--- config.mk ---
export PLATFORM = sky130hd
export DESIGN_NAME = cfg_loop_sched
export DESIGN_NICKNAME = d
export VERILOG_FILES = /design/src/rtl/cfg_loop_sched_pkg.sv /design/src/rtl/cfg_loop_odometer.sv /design/src/rtl/cfg_loop_sched.sv
export SDC_FILE = /design/constraint.sdc
export NUM_CORES = 1
export LEC_CHECK = 0
export CORE_MARGIN = 2
export CORE_UTILIZATION = 40
export CTS_BUF_LIST = sky130_fd_sc_hd__clkbuf_16
export CTS_CLUSTER_DIAMETER = 80
export DETAILED_ROUTE_END_ITERATION = 16
export PLACE_DENSITY = 0.75
export SYNTH_ARGS = -nofsm -noshare
export SYNTH_HDL_FRONTEND = slang
export SYNTH_SLANG_ARGS = --single-unit
export TNS_END_PERCENT = 1
--- constraint.sdc ---
create_clock -name clk -period 5 [get_ports clk]
set_clock_uncertainty 0.15 [all_clocks]
set_input_delay 0.5 -clock clk [delete_from_list [all_inputs] [get_ports clk]]
set_output_delay 0.5 -clock clk [all_outputs]
set_load 0.005 [all_outputs]
--- src/rtl/cfg_loop_sched_pkg.sv ---
// Shared types and width constants for the nested-loop task scheduler.
// The widths track the configuration register fields that feed the scheduler.
package cfg_loop_sched_pkg;

    localparam int LEN_W = 4;
    localparam int BLK_W = 5;
    localparam int FRM_W = 4;
    localparam int PAT_W = 4;
    localparam int LAY_W = 4;

    typedef enum logic [2:0] {
        ST_IDLE  = 3'd0,
        ST_LOAD  = 3'd1,
        ST_RUN   = 3'd2,
        ST_LWAIT = 3'd3,
        ST_DONE  = 3'd4
    } state_t;

endpackage

--- src/rtl/cfg_loop_odometer.sv ---
// Chained wrap counters (row innermost, then block, frame, patch).
// Each level wraps to zero at its bound and carries into the next level.
module loop_odometer #(
    parameter int LEN_W = cfg_loop_sched_pkg::LEN_W,
    parameter int BLK_W = cfg_loop_sched_pkg::BLK_W,
    parameter int FRM_W = cfg_loop_sched_pkg::FRM_W,
    parameter int PAT_W = cfg_loop_sched_pkg::PAT_W
) (
    input  logic             clk,
    input  logic             rst,
    input  logic             clr,
    input  logic             adv,
    input  logic [LEN_W-1:0] bnd_row,
    input  logic [BLK_W-1:0] bnd_blk,
    input  logic [FRM_W-1:0] bnd_frm,
    input  logic [PAT_W-1:0] bnd_pat,
    output logic [LEN_W-1:0] idx_row,
    output logic [BLK_W-1:0] idx_blk,
    output logic [FRM_W-1:0] idx_frm,
    output logic [PAT_W-1:0] idx_pat,
    output logic [3:0]       wrap,
    output logic             all_wrap
);

    logic [LEN_W-1:0] row_r;
    logic [BLK_W-1:0] blk_r;
    logic [FRM_W-1:0] frm_r;
    logic [PAT_W-1:0] pat_r;
    logic [3:0]       wrap_s;

    // Level n wraps on the next advance only when every inner level also wraps.
    always_comb begin
        wrap_s    = 4'b0000;
        wrap_s[0] = (row_r == bnd_row);
        wrap_s[1] = wrap_s[0] && (blk_r == bnd_blk);
        wrap_s[2] = wrap_s[1] && (frm_r == bnd_frm);
        wrap_s[3] = wrap_s[2] && (pat_r == bnd_pat);
    end

    // Index registers: cleared on load, stepped once per accepted task.
    always_ff @(posedge clk or posedge rst) begin
        if (rst) begin
            row_r <= {LEN_W{1'b0}};
            blk_r <= {BLK_W{1'b0}};
            frm_r <= {FRM_W{1'b0}};
            pat_r <= {PAT_W{1'b0}};
        end else if (clr) begin
            row_r <= {LEN_W{1'b0}};
            blk_r <= {BLK_W{1'b0}};
            frm_r <= {FRM_W{1'b0}};
            pat_r <= {PAT_W{1'b0}};
        end else if (adv) begin
            row_r <= wrap_s[0] ? {LEN_W{1'b0}} : row_r + LEN_W'(1'b1);
            if (wrap_s[0]) begin
                blk_r <= wrap_s[1] ? {BLK_W{1'b0}} : blk_r + BLK_W'(1'b1);
            end
            if (wrap_s[1]) begin
                frm_r <= wrap_s[2] ? {FRM_W{1'b0}} : frm_r + FRM_W'(1'b1);
            end
            if (wrap_s[2]) begin
                pat_r <= wrap_s[3] ? {PAT_W{1'b0}} : pat_r + PAT_W'(1'b1);
            end
        end
    end

    assign idx_row  = row_r;
    assign idx_blk  = blk_r;
    assign idx_frm  = frm_r;
    assign idx_pat  = pat_r;
    assign wrap     = wrap_s;
    assign all_wrap = wrap_s[3];

endmodule

--- src/rtl/cfg_loop_sched.sv ---
// Nested-loop row-task scheduler: latches loop bounds on start, issues one task
// per accepted handshake and waits for a datapath flush at each layer boundary.
module cfg_loop_sched #(
    parameter int LEN_W = cfg_loop_sched_pkg::LEN_W,
    parameter int BLK_W = cfg_loop_sched_pkg::BLK_W,
    parameter int FRM_W = cfg_loop_sched_pkg::FRM_W,
    parameter int PAT_W = cfg_loop_sched_pkg::PAT_W,
    parameter int LAY_W = cfg_loop_sched_pkg::LAY_W
) (
    input  logic             clk,
    input  logic             rst,
    input  logic             start,
    input  logic [LEN_W-1:0] cfg_len_row,
    input  logic [BLK_W-1:0] cfg_dep_blk,
    input  logic [BLK_W-1:0] cfg_num_blk,
    input  logic [FRM_W-1:0] cfg_num_frm,
    input  logic [PAT_W-1:0] cfg_num_pat,
    input  logic [LAY_W-1:0] cfg_num_lay,
    output logic             tsk_vld,
    input  logic             tsk_rdy,
    output logic [LEN_W-1:0] tsk_row,
    output logic [BLK_W-1:0] tsk_blk,
    output logic [FRM_W-1:0] tsk_frm,
    output logic [PAT_W-1:0] tsk_pat,
    output logic [LAY_W-1:0] tsk_lay,
    output logic [BLK_W-1:0] tsk_dep,
    output logic             tsk_first,
    output logic             tsk_last,
    output logic             lay_end,
    input  logic             lay_ack,
    output logic             busy,
    output logic             done
);
    import cfg_loop_sched_pkg::*;

    state_t           state_r, state_s;
    logic [LEN_W-1:0] len_r;
    logic [BLK_W-1:0] dep_r, blk_bnd_r;
    logic [FRM_W-1:0] frm_bnd_r;
    logic [PAT_W-1:0] pat_bnd_r;
    logic [LAY_W-1:0] lay_bnd_r, lay_r;
    logic [3:0]       wrap_s;
    logic             all_wrap_s, adv_s, clr_s, lay_inc_s, unused_s;

    assign adv_s    = (state_r == ST_RUN) && tsk_rdy;
    assign clr_s    = (state_r == ST_LOAD);
    assign unused_s = ^wrap_s[3:1];

    loop_odometer #(
        .LEN_W(LEN_W), .BLK_W(BLK_W), .FRM_W(FRM_W), .PAT_W(PAT_W)
    ) u_odo (
        .clk     (clk),
        .rst     (rst),
        .clr     (clr_s),
        .adv     (adv_s),
        .bnd_row (len_r),
        .bnd_blk (blk_bnd_r),
        .bnd_frm (frm_bnd_r),
        .bnd_pat (pat_bnd_r),
        .idx_row (tsk_row),
        .idx_blk (tsk_blk),
        .idx_frm (tsk_frm),
        .idx_pat (tsk_pat),
        .wrap    (wrap_s),
        .all_wrap(all_wrap_s)
    );

    // Next-state decode; lay_ack is only meaningful while waiting for the flush.
    always_comb begin
        state_s   = state_r;
        lay_inc_s = 1'b0;
        case (state_r)
            ST_IDLE: begin
                if (start) state_s = ST_LOAD;
                else       state_s = ST_IDLE;
            end
            ST_LOAD: state_s = ST_RUN;
            ST_RUN: begin
                if (tsk_rdy && all_wrap_s) state_s = ST_LWAIT;
                else                       state_s = ST_RUN;
            end
            ST_LWAIT: begin
                if (!lay_ack) begin
                    state_s = ST_LWAIT;
                end else if (lay_r == lay_bnd_r) begin
                    state_s = ST_DONE;
                end else begin
                    state_s   = ST_RUN;
                    lay_inc_s = 1'b1;
                end
            end
            ST_DONE: state_s = ST_IDLE;
            default: state_s = ST_IDLE;
        endcase
    end

    // State register.
    always_ff @(posedge clk or posedge rst) begin
        if (rst) state_r <= ST_IDLE;
        else     state_r <= state_s;
    end

    // Shadow bounds and layer index; bounds are frozen for the whole run.
    always_ff @(posedge clk or posedge rst) begin
        if (rst) begin
            len_r     <= {LEN_W{1'b0}};
            dep_r     <= {BLK_W{1'b0}};
            blk_bnd_r <= {BLK_W{1'b0}};
            frm_bnd_r <= {FRM_W{1'b0}};
            pat_bnd_r <= {PAT_W{1'b0}};
            lay_bnd_r <= {LAY_W{1'b0}};
            lay_r     <= {LAY_W{1'b0}};
        end else if (state_r == ST_LOAD) begin
            len_r     <= cfg_len_row;
            dep_r     <= cfg_dep_blk;
            blk_bnd_r <= cfg_num_blk;
            frm_bnd_r <= cfg_num_frm;
            pat_bnd_r <= cfg_num_pat;
            lay_bnd_r <= cfg_num_lay;
            lay_r     <= {LAY_W{1'b0}};
        end else if (lay_inc_s) begin
            lay_r <= lay_r + LAY_W'(1'b1);
        end
    end

    assign tsk_vld   = (state_r == ST_RUN);
    assign lay_end   = (state_r == ST_LWAIT);
    assign busy      = (state_r != ST_IDLE);
    assign done      = (state_r == ST_DONE);
    assign tsk_lay   = lay_r;
    assign tsk_dep   = dep_r;
    assign tsk_first = (tsk_row == {LEN_W{1'b0}});
    assign tsk_last  = wrap_s[0];

endmodule
==> metrics.md <==
| Metric | Value |
|---|---|
| Status | complete, no violations |
| Total grt overflow | 0 |
| Ratio of final minimum period to clock period | 49.9% |
| Worst Setup Start Kind | flop |
| Internal Power | 1.20 mW |
| Postcts setup bufs | 0 |
| Sw frac | 35.7% |
| Area of the multi-input gates | 1240 µm² |
| WP data arrival | 1.84 ns |
| Io pins | 63 |
| Seq/Total Area, Yosys | 48.4% |
| Nets | 381 |
| Crit path time final | 2.49 ns |
| Logic pwr share | 40.9% |
| Hold path startpoint | tsk_dep[2] |
| Layout cells sized above 1 | 7.83% |
| Gr usage total | 16.5% |
| Vias/cell | 5.02 |
| Syn Area/Cell | 9.04 µm² |
| DP HPWL | 3890 µm |
| RSZ-0062 raised after global routing | false |
| Ys flop type | dfrtp_1 |
| Clock transition at the registers of the reported paths | 0.07 ns |
| Iter 0 DRT Violations | 85 |
| CTS Buf Count | 5 |
| Setup crit end kind | primary output |
| Yosys reg bits | 50 |
| Seq pwr share | 41.1% |
| Mapped Area | 2580 µm² |
| Sw Pwr | 0.665 mW |
| DR pass1 iterations | 4 |
| Antenna violations before repair | 0 |
| Starting Density | 40.9% |
| Vias in the first global route | 2056 |
| Slew Limit Fails | 0 |
| Final Setup Violations | 0 |
| FF+latch area | 1250 µm² |
| Worst VDD drop | 0.243 mV |
| CTS tree | yes |
| Hold Fails Final Rpt | 0 |
| Antenna viol nets, final | 0 |
| PortBufs | 62 |
| Worst Hold Class | reg2reg |
| Hold Path Depth | 2 |
| Syn nets | 323 |
| Die width | 84.4 µm |
| Worst-path maximum fanout | 7 |
| Reg2reg start | state_r[2] |
| Synth warnings | 0 |
| Die area | 7120 µm² |
| Chip Height | 84.4 µm |
| Largest net degree at the start of global routing | 51 |
| EDFF count, synth | 0 |
| Relative slew slack | 30.1% |
| WL final | 5530 µm |
| TritonCTS Sinks | 50 |
| TNS Setup | 0 ns |
| Root buf cell | clkbuf_16 |
| R2R Setup Slk | 3.04 ns |
| Diodes inserted | 0 |
| Max clock buf depth | 2 |
| Critical path type | reg2out |
| Worst Hold Path EP | tsk_dep[2] |
| Worst EP required | 4.35 ns |
| R2R depth | 5 |
| Routability cong. | 0.846 |
| FP Rows | 29 |
| Mapped Cells | 286 |
| Core area | 6310 µm² |
| Post-DP Area | 3260 µm² |
| Drt wl/cell | 13.1 µm |
| Synth-to-layout area growth | 31.6% |
| H-Tree Depth | 2 |
| R2r endpoint | u_odo.idx_pat[3] |
| F_max | 0.401 GHz |
| Worst-Skew Late Latency | 0.29 ns |
| Pwr Density | 547 nW/µm² |
| Worst slew pin tran | 1.05 ns |
| Leakage power | 1.51 nW |
| Maxcap violations | 0 |
| Library cells used by synthesis | 48 |
| PostCTS Resize Cnt | 0 |
| Clock group share of total power | 18.0% |
| Via count | 2119 |
| Asr flop ratio synth | 100% |
| Number of fill cells | 600 |
| Remaining routing DRC violations | 0 |
| Post-route cell area | 3400 µm² |
| Global-route wire length before repair | 9510 µm |
| Hold_buf cts | 0 |
[metrics by stage]
step / instances / util [%] / hold slack (ns) / power, mW / worst slack (ns)
floorplan: 286 / - / 0.315 / 1.20 / 3.15
finish: 422 / 53.9 / 0.323 / 1.86 / 2.51
global placement: 414 / 51.6 / 0.308 / 1.51 / 2.70
global route: 422 / 53.9 / 0.356 / 2.01 / 2.38
CTS: 422 / 53.9 / 0.332 / 1.88 / 2.48
detailed placement: 414 / 51.6 / 0.315 / 1.54 / 2.65
[critical path: stages (launching register included)]
cell and delay, ns:
dfrtp_1 0.45, xnor2_2 0.18, nand4_2 0.24, inv_4 0.17, clkdlybuf4s50_1 0.51
[worst max path at each step]
stage | from | endpoint | depth (start not counted)
CTS | u_odo.idx_row[0] | tsk_last | 4
global route | u_odo.idx_row[0] | tsk_last | 4
global placement | tsk_rdy | u_odo.idx_pat[3] | 6
finish | u_odo.idx_row[0] | tsk_last | 4
detailed placement | tsk_rdy | u_odo.idx_pat[3] | 6
floorplan | rst | blk_bnd_r[0] | 1
[synth_stat cells, drive strengths merged, types with 7 or more instances]
| cell type | instances | area (µm²) |
|---|---|---|
| nor3 | 8 | 45.0 |
| inv | 9 | 36.3 |
| nand2 | 90 | 345 |
| xor2 | 7 | 61.3 |
| a21oi | 9 | 45.0 |
| nand3 | 12 | 60.1 |
| buf | 7 | 43.8 |
| xnor2 | 19 | 181 |
| o21ai | 8 | 40.0 |
| nor2 | 17 | 63.8 |
| dfrtp | 50 | 1250 |
[layout make-up]
cell class,count,share of cell area (%)
Tap cell,77,2.83
Sequential cell,50,36.8
Timing Repair Buffer,64,18.7
Multi-Input combinational cell,214,36.3
Inverter,9,1.07
Clock inverter,3,0.625
Clock buffer,5,3.68
[power by group through the flow]
| stage | Clock [mW] | Combinational, mW | Sequential [mW] |
|---|---|---|---|
| 3_5_place_dp | 0 | 0.767 | 0.773 |
| 6_report | 0.335 | 0.761 | 0.765 |
| 3_3_place_gp | 0 | 0.747 | 0.765 |
| 5_1_grt | 0.360 | 0.854 | 0.797 |
| 2_1_floorplan | 0 | 0.464 | 0.736 |
| 4_1_cts | 0.346 | 0.772 | 0.767 |
[cell families after synthesis]
logic type	after synthesis	share of synthesized area, %
AND/OR/NAND/NOR	157	29.3
flip-flops	50	48.4
XOR/XNOR	26	9.39
AO/OA/AOI/OAI	24	5.66
buffers and inverters	22	3.97
adder cells (fa/ha/maj)	6	2.90
multiplexers	1	0.387
[routing by layer]
| metal | wire length [µm] | vias to the layer above | track usage, % |
|---|---|---|---|
| met1 | 2600 | 996 | 22.5 |
| li1 | - | 1059 | - |
| met5 | 0 | - | 0 |
| met2 | 2510 | 58 | 25.8 |
| met3 | 348 | 6 | 4.62 |
| met4 | 66 | 0 | 4.76 |
[cell usage in the layout (no fill, tap or decap), types with 2 or more instances in the layout]
cell type,instances
o21ai_1,4
nor3b_2,2
xnor2_1,17
a21oi_1,9
xnor2_2,2
o21ai_0,4
nor2_1,17
nand3b_1,5
ha_1,6
clkbuf_16,5
nand2_1,89
dfrtp_1,50
xor2_1,7
buf_4,2
nand4_1,5
nor3_1,7
inv_1,7
nand4b_1,2
clkdlybuf4s50_1,62
nand3_1,12
No activity file was read; power rests on OpenSTA's default activity.
